[config.mk]
export PLATFORM = sky130hd
export DESIGN_NAME = regfile_sb
export DESIGN_NICKNAME = d
export VERILOG_FILES = /design/src/rtl/regfile_sb.sv
export SDC_FILE = /design/constraint.sdc
export NUM_CORES = 2
export LEC_CHECK = 0
export ABC_CLOCK_PERIOD_IN_PS = 8300
export CORE_AREA = 5 5 271 273
export DETAILED_ROUTE_END_ITERATION = 7
export DIE_AREA = 0 0 276 278
export PLACE_DENSITY = 0.78
export SYNTH_ARGS = -nofsm -noshare
export SYNTH_HDL_FRONTEND = slang
export SYNTH_SLANG_ARGS = --single-unit
[constraint.sdc]
create_clock -name clk -period 8.3 [get_ports clk]
set_input_delay 2.075 -clock clk [delete_from_list [all_inputs] [get_ports clk]]
set_output_delay 2.075 -clock clk [all_outputs]
set_load 0.005 [all_outputs]
[src/rtl/regfile_sb.sv]
`default_nettype none
// ============================================================================
// Module   : regfile_sb
// Purpose  : Parametrised register file. It has NRD combinational read ports,
//            two write ports, and a saturating pending-write scoreboard.
//            Optional macro RF_WRITE_BYPASS_EN: same-cycle write data and busy
//            clearing are forwarded to the read ports.
// Revision : 1.0 - initial release
// ============================================================================
module regfile_sb #(
    parameter int DATA_W = 32,
    parameter int NREGS  = 16,
    parameter int NRD    = 3,
    parameter int PC_IDX = 15,
    parameter int PEND_W = 2,
    localparam int AW    = $clog2(NREGS)
) (
    input  logic                        clk,
    input  logic                        reset,
    input  logic [NRD*AW-1:0]           ra,
    output logic [NRD*DATA_W-1:0]       rd,
    output logic [NRD-1:0]              rd_busy,
    input  logic [DATA_W-1:0]           r15,
    input  logic                        we3,
    input  logic [AW-1:0]               wa3,
    input  logic [DATA_W-1:0]           wd3,
    input  logic                        we4,
    input  logic [AW-1:0]               wa4,
    input  logic [DATA_W-1:0]           wd4,
    input  logic                        iss_v,
    input  logic [AW-1:0]               iss_reg,
    output logic                        iss_full,
    output logic [(NREGS-1)*DATA_W-1:0] rf_out
);

    localparam logic [AW-1:0]     PC_A     = AW'(PC_IDX);
    localparam logic [PEND_W-1:0] PEND_MAX = '1;

    logic [DATA_W-1:0] regs     [NREGS];
    logic [PEND_W-1:0] pend     [NREGS];
    logic [PEND_W-1:0] pend_nxt [NREGS];
    logic [NREGS-1:0]  hit3_v;
    logic [NREGS-1:0]  hit4_v;

    for (genvar i = 0; i < NREGS; i++) begin : g_pend
        if (i == PC_IDX) begin : g_pc
            assign hit3_v[i]   = 1'b0;
            assign hit4_v[i]   = 1'b0;
            assign pend_nxt[i] = '0;
        end else begin : g_arch
            logic              inc;
            logic [PEND_W-1:0] sum;
            assign hit3_v[i] = we3 && (wa3 == AW'(i));
            assign hit4_v[i] = we4 && (wa4 == AW'(i));
            // A dual-port write retires only one producer, and an issue that
            // coincides with it is absorbed, so the net change is -1.
            assign inc = iss_v && (iss_reg == AW'(i)) && (pend[i] != PEND_MAX)
                         && !(hit3_v[i] && hit4_v[i]);
            assign sum = pend[i] + PEND_W'(inc);
            assign pend_nxt[i] = ((hit3_v[i] || hit4_v[i]) && (sum != '0))
                                 ? sum - PEND_W'(1) : sum;
        end
    end

    always_ff @(posedge clk) begin
        if (reset) begin
            for (int i = 0; i < NREGS; i++) begin
                regs[i] <= '0;
                pend[i] <= '0;
            end
        end else begin
            for (int i = 0; i < NREGS; i++) begin
                if (hit3_v[i]) begin
                    regs[i] <= wd3;
                end else if (hit4_v[i]) begin
                    regs[i] <= wd4;
                end
                pend[i] <= pend_nxt[i];
            end
        end
    end

    assign iss_full = (iss_reg != PC_A) && (pend[iss_reg] == PEND_MAX);

    for (genvar k = 0; k < NRD; k++) begin : g_rd
        logic [AW-1:0]     addr;
        logic [DATA_W-1:0] data;
        logic              busy;
        assign addr = ra[k*AW +: AW];
        always_comb begin
            data = regs[addr];
            busy = (pend[addr] != '0);
`ifdef RF_WRITE_BYPASS_EN
            if (hit3_v[addr]) begin
                data = wd3;
            end else if (hit4_v[addr]) begin
                data = wd4;
            end
            if (hit3_v[addr] || hit4_v[addr]) begin
                busy = (pend_nxt[addr] != '0);
            end
`endif
            if (addr == PC_A) begin
                data = r15;
                busy = 1'b0;
            end
        end
        assign rd[k*DATA_W +: DATA_W] = data;
        assign rd_busy[k]             = busy;
    end

    for (genvar i = 0; i < NREGS - 1; i++) begin : g_dump
        assign rf_out[(NREGS-2-i)*DATA_W +: DATA_W] = regs[i];
    end

endmodule
`default_nettype wire

# After elaboration in Yosys (flattened, before gate mapping)
# Memories as Yosys holds them, arrays and structs flattened.
# Index checks and enable logic that the tools add are counted.
dict set report word_totals {
  ff_bits 0
  mem_bits_rw 544
  inputBits 125
  out_inout_bits 580
  wordCells 472
  n_memories 2
}
# memory depth word_bits read_ports rd_ports_with_merged_regs wr line
set memory_table {}
lappend memory_table {regs 16 32 18 0 16 39} ;# logic [DATA_W-1:0] regs [NREGS];
lappend memory_table {pend 16 2 19 0 16 40} ;# logic [PEND_W-1:0] pend [NREGS];
dict set report classes {
  add_sub_neg 30
  eq_ne 62
  muxes 175
  bitwise_logic 46
  n_reduce_logical 157
}
# cell count
set op_table {}
lappend op_table {{$mux 32} 33}
lappend op_table {{$mux 1} 111}
lappend op_table {{$logic_and 1x1->1} 106}
lappend op_table {{$eq 4x4->1 const B} 24}
lappend op_table {{$mux 2} 31}
lappend op_table {{$eq 4x3->1 const B} 12}
lappend op_table {{$or 1x1->1} 46}
lappend op_table {{$reduce_bool 2->1} 18}
lappend op_table {{$add 2x1->2} 15}
lappend op_table {{$ne 2x2->1 const B} 15}
lappend op_table {{$sub 2x1->2 const B} 15}
lappend op_table {{$eq 4x2->1 const B} 6}
lappend op_table {{$logic_not 1->1} 15}
lappend op_table {{$logic_or 1x1->1} 15}
lappend op_table {{$eq 4x1->1 const B} 3}
lappend op_table {{$logic_not 4->1} 3}
lappend op_table {{$ne 4x4->1 const B} 1}
lappend op_table {{$eq 2x2->1 const B} 1}

# Logic depth before layout (Yosys ltp)
dict set report depth {
  ltp_word 10
  mapped_depth 12
  ltp_nobuf 10
}

# Least setup slack after synthesis
# OpenSTA, ideal clock, no wires.
dict set report synth_timing {
  kind {input to output}
  from {in ra[1]}
  to {out rd_busy[0]}
  t_arrival_ps 3607
  slack_ps 2618
  path_stages 7
  path_buffers 4
  cell_sequence {clkbuf_1 -> clkbuf_1 -> buf_2 -> a21oi_1 -> mux4_2 -> o211a_1 -> buf_4}
}
dict set report synth_between {
  elab_chain_cells 3
  word_cells_on_any_way 4
  classes_between {eq/ne: 1; mux: 1; reduce/logical: 1; memory: 1}
}
# item line
set synth_rtl {}
lappend synth_rtl {{from (decl)} 20} ;# input logic [NRD*AW-1:0] ra,
lappend synth_rtl {{$mem_v2 16x2} -}
lappend synth_rtl {{$reduce_bool 2->1} 92} ;# busy = (pend[addr] != '0);
lappend synth_rtl {{$mux 1 *} 103} ;# if (addr == PC_A) begin
lappend synth_rtl {{to (decl)} 22} ;# output logic [NRD-1:0] rd_busy,
# Mark *: on every way between the ends. The rest lies on a longest branch, timed or not.

# Worst setup path after layout
dict set report layout_timing {
  from {in ra[8]}
  to {out rd[78]}
}
dict set report layout_between {
  elab_chain_cells 2
  word_cells_on_any_way 3
  classes_between {eq/ne: 1; mux: 1; memory: 1}
}
# item line
set layout_rtl {}
lappend layout_rtl {{$mem_v2 16x32 / $eq 4x4->1 (equally long branches)} -}
lappend layout_rtl {{$mux 32 *} 103}
lappend layout_rtl {{to (decl)} 21} ;# output logic [NRD*DATA_W-1:0] rd,
# Marks and branches as above.

==> metrics.txt <==
simple-gate area share of the yosys netlist 0.100; Fmax roughly 140 MHz; final number of hold-violating endpoints 0; TritonCTS clock tree done; drt first pass iters 8; leakage power summed over all cells roughly 15 nW; Slew Limit Headroom 0.119; Max FO, Critical Path roughly 70; commonest cells after routing, fill and taps aside 691 x sky130_fd_sc_hd__clkdlybuf4s50_1, 480 x sky130_fd_sc_hd__edfxtp_1, 409 x sky130_fd_sc_hd__nor2_1; via count of the first global-routing pass 33000; Area growth, synth to finish 26.6%; asr flop ratio synth 0; final design instance area without fill about 0.046 mm^2; slack of the worst reg-to-reg path about 6300 ps; compound-cell area share of the yosys netlist 0.187; cell count of the worst reg-to-reg path 8; worst clock skew 33.8 ps; Longest Clk Path Bufs 3; GRT Util Overall 0.448; setup repair bufs after CTS 0; post-cts hold buffer count 0; xor-xnor portion of the synthesized cell area 0.00365; first-pass GRT wire length ~250000 um; pin count of the biggest net entering global routing about 120; Final Max Slew Viols 0; Mapped Nets between 3000 and 4000; Tightest Pin Transition between 1000 and 1500 ps; sink count of the clock tree between 500 and 600; syn avg cell area 11.0 um^2; count of cell types in the netlist 58; post-route DRC violation count 0; I/O Buffers approximately 700; worst setup path start ra[8]; area of the multi-input gates a little under 0.02 mm^2; worst hold path class reg -> reg; total power after layout between 7 and 8 mW; sequential fraction of the synthesis area 0.418; YS warnings 0; Setup crit start kind input port; final weighted congestion in routability-driven placement 1.05; critical path endpoint rd[78]; post-synth design cell area roughly 0.036 mm^2; busiest grt layer met2; final worst path period share 0.882; iteration-0 DRC count of the detailed router 7853; total die area ~0.077 mm^2; number of resized instances in the post-cts repair step 0; worst endpoint data arrival time 5250 ps; multiplexer area fraction after synthesis 0.233; VDD IR max around 0.16 mV; total gr overflow 0; adder-cell share of the synthesized area 0.0104; initial antenna violation count 28; DIE HEIGHT about 280 um; Data required, critical path a little over 6000 ps; total of fill cells in the finished design 5538; Worst setup EP type output pin; Syn Inst Count around 3300; met2 GRT Util 0.641; core box area around 0.07 mm^2; level count of the clock H-tree 2; insertion delay to the later sink of the worst-skew pair 640 ps; final-layout setup total negative slack 0 ps; Worst R2R End pend[8][1]$_SDFF_PP0_; post-placement cell area ~0.044 mm^2; via count roughly 36000; main flop type after synthesis sky130_fd_sc_hd__edfxtp_1; effective utilization at floorplan 0.507; clk root buf sky130_fd_sc_hd__clkbuf_16; most common library cell in the layout ignoring fill and taps sky130_fd_sc_hd__clkdlybuf4s50_1; clock transition at the register clock pins on the worst setup and hold paths after CTS roughly 60 ps; I/O pin count ~710; result of the run completed; largest family of logic cells by synthesized area multiplexers; layout net count 3886; std cell rows a little under 100; Post-DP HPWL about 130000 um; fraction of layout instances using a drive strength above 1 0.164; post-detailed-route wirelength per cell roughly 38 um; Global Route met1 Usage 0.591; final core occ 0.642; critical path type in -> out; RSZ-0062 raised after global routing false; final period demand of the worst path 7320 ps; area of all sequential standard cells ~0.015 mm^2; routed wire length between 150000 and 200000 um; number of synthesized flops with an enable pin 480; final setup violation count 0; Die Span X between 200 and 300 um; clock buffers created by TritonCTS 56; Max-Cap Viols 0; pwr dens 174 mW/mm^2; total of flip-flops plus latches after synthesis 510; startpoint of the worst register-to-register path pend[8][0]$_SDFF_PP0_; count of nets left with antenna violations after detail routing 0; via density per instance around 7.5; met3 usage 0.213
-- cell families (layout without fill, tap and decap cells) --
logic type	Yosys count	in the layout
AO/OA/AOI/OAI	975	975
XOR/XNOR	15	15
buffers and inverters	424	934
multiplexers	467	467
adder cells (fa/ha/maj)	30	30
other	0	18
flip-flops	510	510
AND/OR/NAND/NOR	847	847
-- worst max-delay path, stage by stage --
cell and delay [ps]:
sky130_fd_sc_hd__clkbuf_8 700, sky130_fd_sc_hd__mux4_2 580, sky130_fd_sc_hd__nor2b_1 140, sky130_fd_sc_hd__a211oi_1 800, sky130_fd_sc_hd__a311oi_1 330, sky130_fd_sc_hd__clkdlybuf4s50_1 550
-- state kept, by name (all words and copies together), names as in the netlist --
register and count:
pend 30, regs 480
-- power breakdown --
part	switching, mW	internal, mW	leakage [nW]
Clock	1.12	1.45	0.911
Sequential	0.288	3.04	4.90
Combinational	1.06	0.967	9.34
-- metrics by stage --
| step | setup slack [ps] | std cells | hold slack [ps] |
|---|---|---|---|
| 2_1_floorplan | 2620 | 3268 | 591 |
| 3_3_place_gp | 1070 | 4623 | 623 |
| 3_5_place_dp | 1080 | 4623 | 634 |
| 4_1_cts | 1070 | 4728 | 648 |
| 5_1_grt | 898 | 4743 | 693 |
| 6_report | 978 | 4746 | 651 |
-- area by class of cell --
type / count / share of cell area
well taps: 950 / 0.0261
clock inverters: 35 / 0.00701
clock buffers: 70 / 0.0333
flip-flops and latches: 510 / 0.330
multi-input cells: 2334 / 0.428
inverters: 35 / 0.00289
diodes: 18 / 0.000989
repair buffers: 794 / 0.172
-- Yosys cell counts, drive strengths merged, types with 8 or more instances --
cell type,n,share of area
edfxtp,480,0.40
nor2,419,0.044
a22oi,291,0.061
mux4,287,0.18
clkbuf,280,0.029
o21ai,275,0.038
nand2,261,0.027
buf,109,0.015
mux2,90,0.028
mux2i,90,0.025
o22ai,79,0.014
a211o,68,0.017
a21oi,65,0.0090
a211oi,46,0.010
nand2b,38,0.0066
inv,35,0.0037
nor2b,35,0.0061
a22o,32,0.0078
dfxtp,30,0.017
ha,30,0.010
o221ai,29,0.0071
a311oi,25,0.0061
nand3,21,0.0029
nor3,16,0.0022
xnor2,15,0.0037
a2111oi,12,0.0050
and3,10,0.0017
a21o,9,0.0019
o211ai,9,0.0019
a221oi,8,0.0019
nand3b,8,0.0017
nor4,8,0.0014
-- metal layers --
| layer | routed length, um | vias up |
|---|---|---|
| met5 | 106 | - |
| li1 | - | 13800 |
| met4 | 10800 | 16 |
| met3 | 34100 | 687 |
| met2 | 74900 | 3917 |
| met1 | 60700 | 17200 |
-- how the worst min path moves through the flow --
stage | startpoint | cells past startpoint | endpoint | slack (ps)
global placement | pend[5][1]$_SDFF_PP0_ | 2 | pend[5][1]$_SDFF_PP0_ | 620
detailed placement | pend[5][1]$_SDFF_PP0_ | 2 | pend[5][1]$_SDFF_PP0_ | 630
global route | pend[5][1]$_SDFF_PP0_ | 2 | pend[5][1]$_SDFF_PP0_ | 690
floorplan | pend[5][1]$_SDFF_PP0_ | 2 | pend[5][1]$_SDFF_PP0_ | 590
CTS | pend[5][1]$_SDFF_PP0_ | 2 | pend[5][1]$_SDFF_PP0_ | 650
finish | pend[5][1]$_SDFF_PP0_ | 2 | pend[5][1]$_SDFF_PP0_ | 650
(Power assumes the default switching activity.)
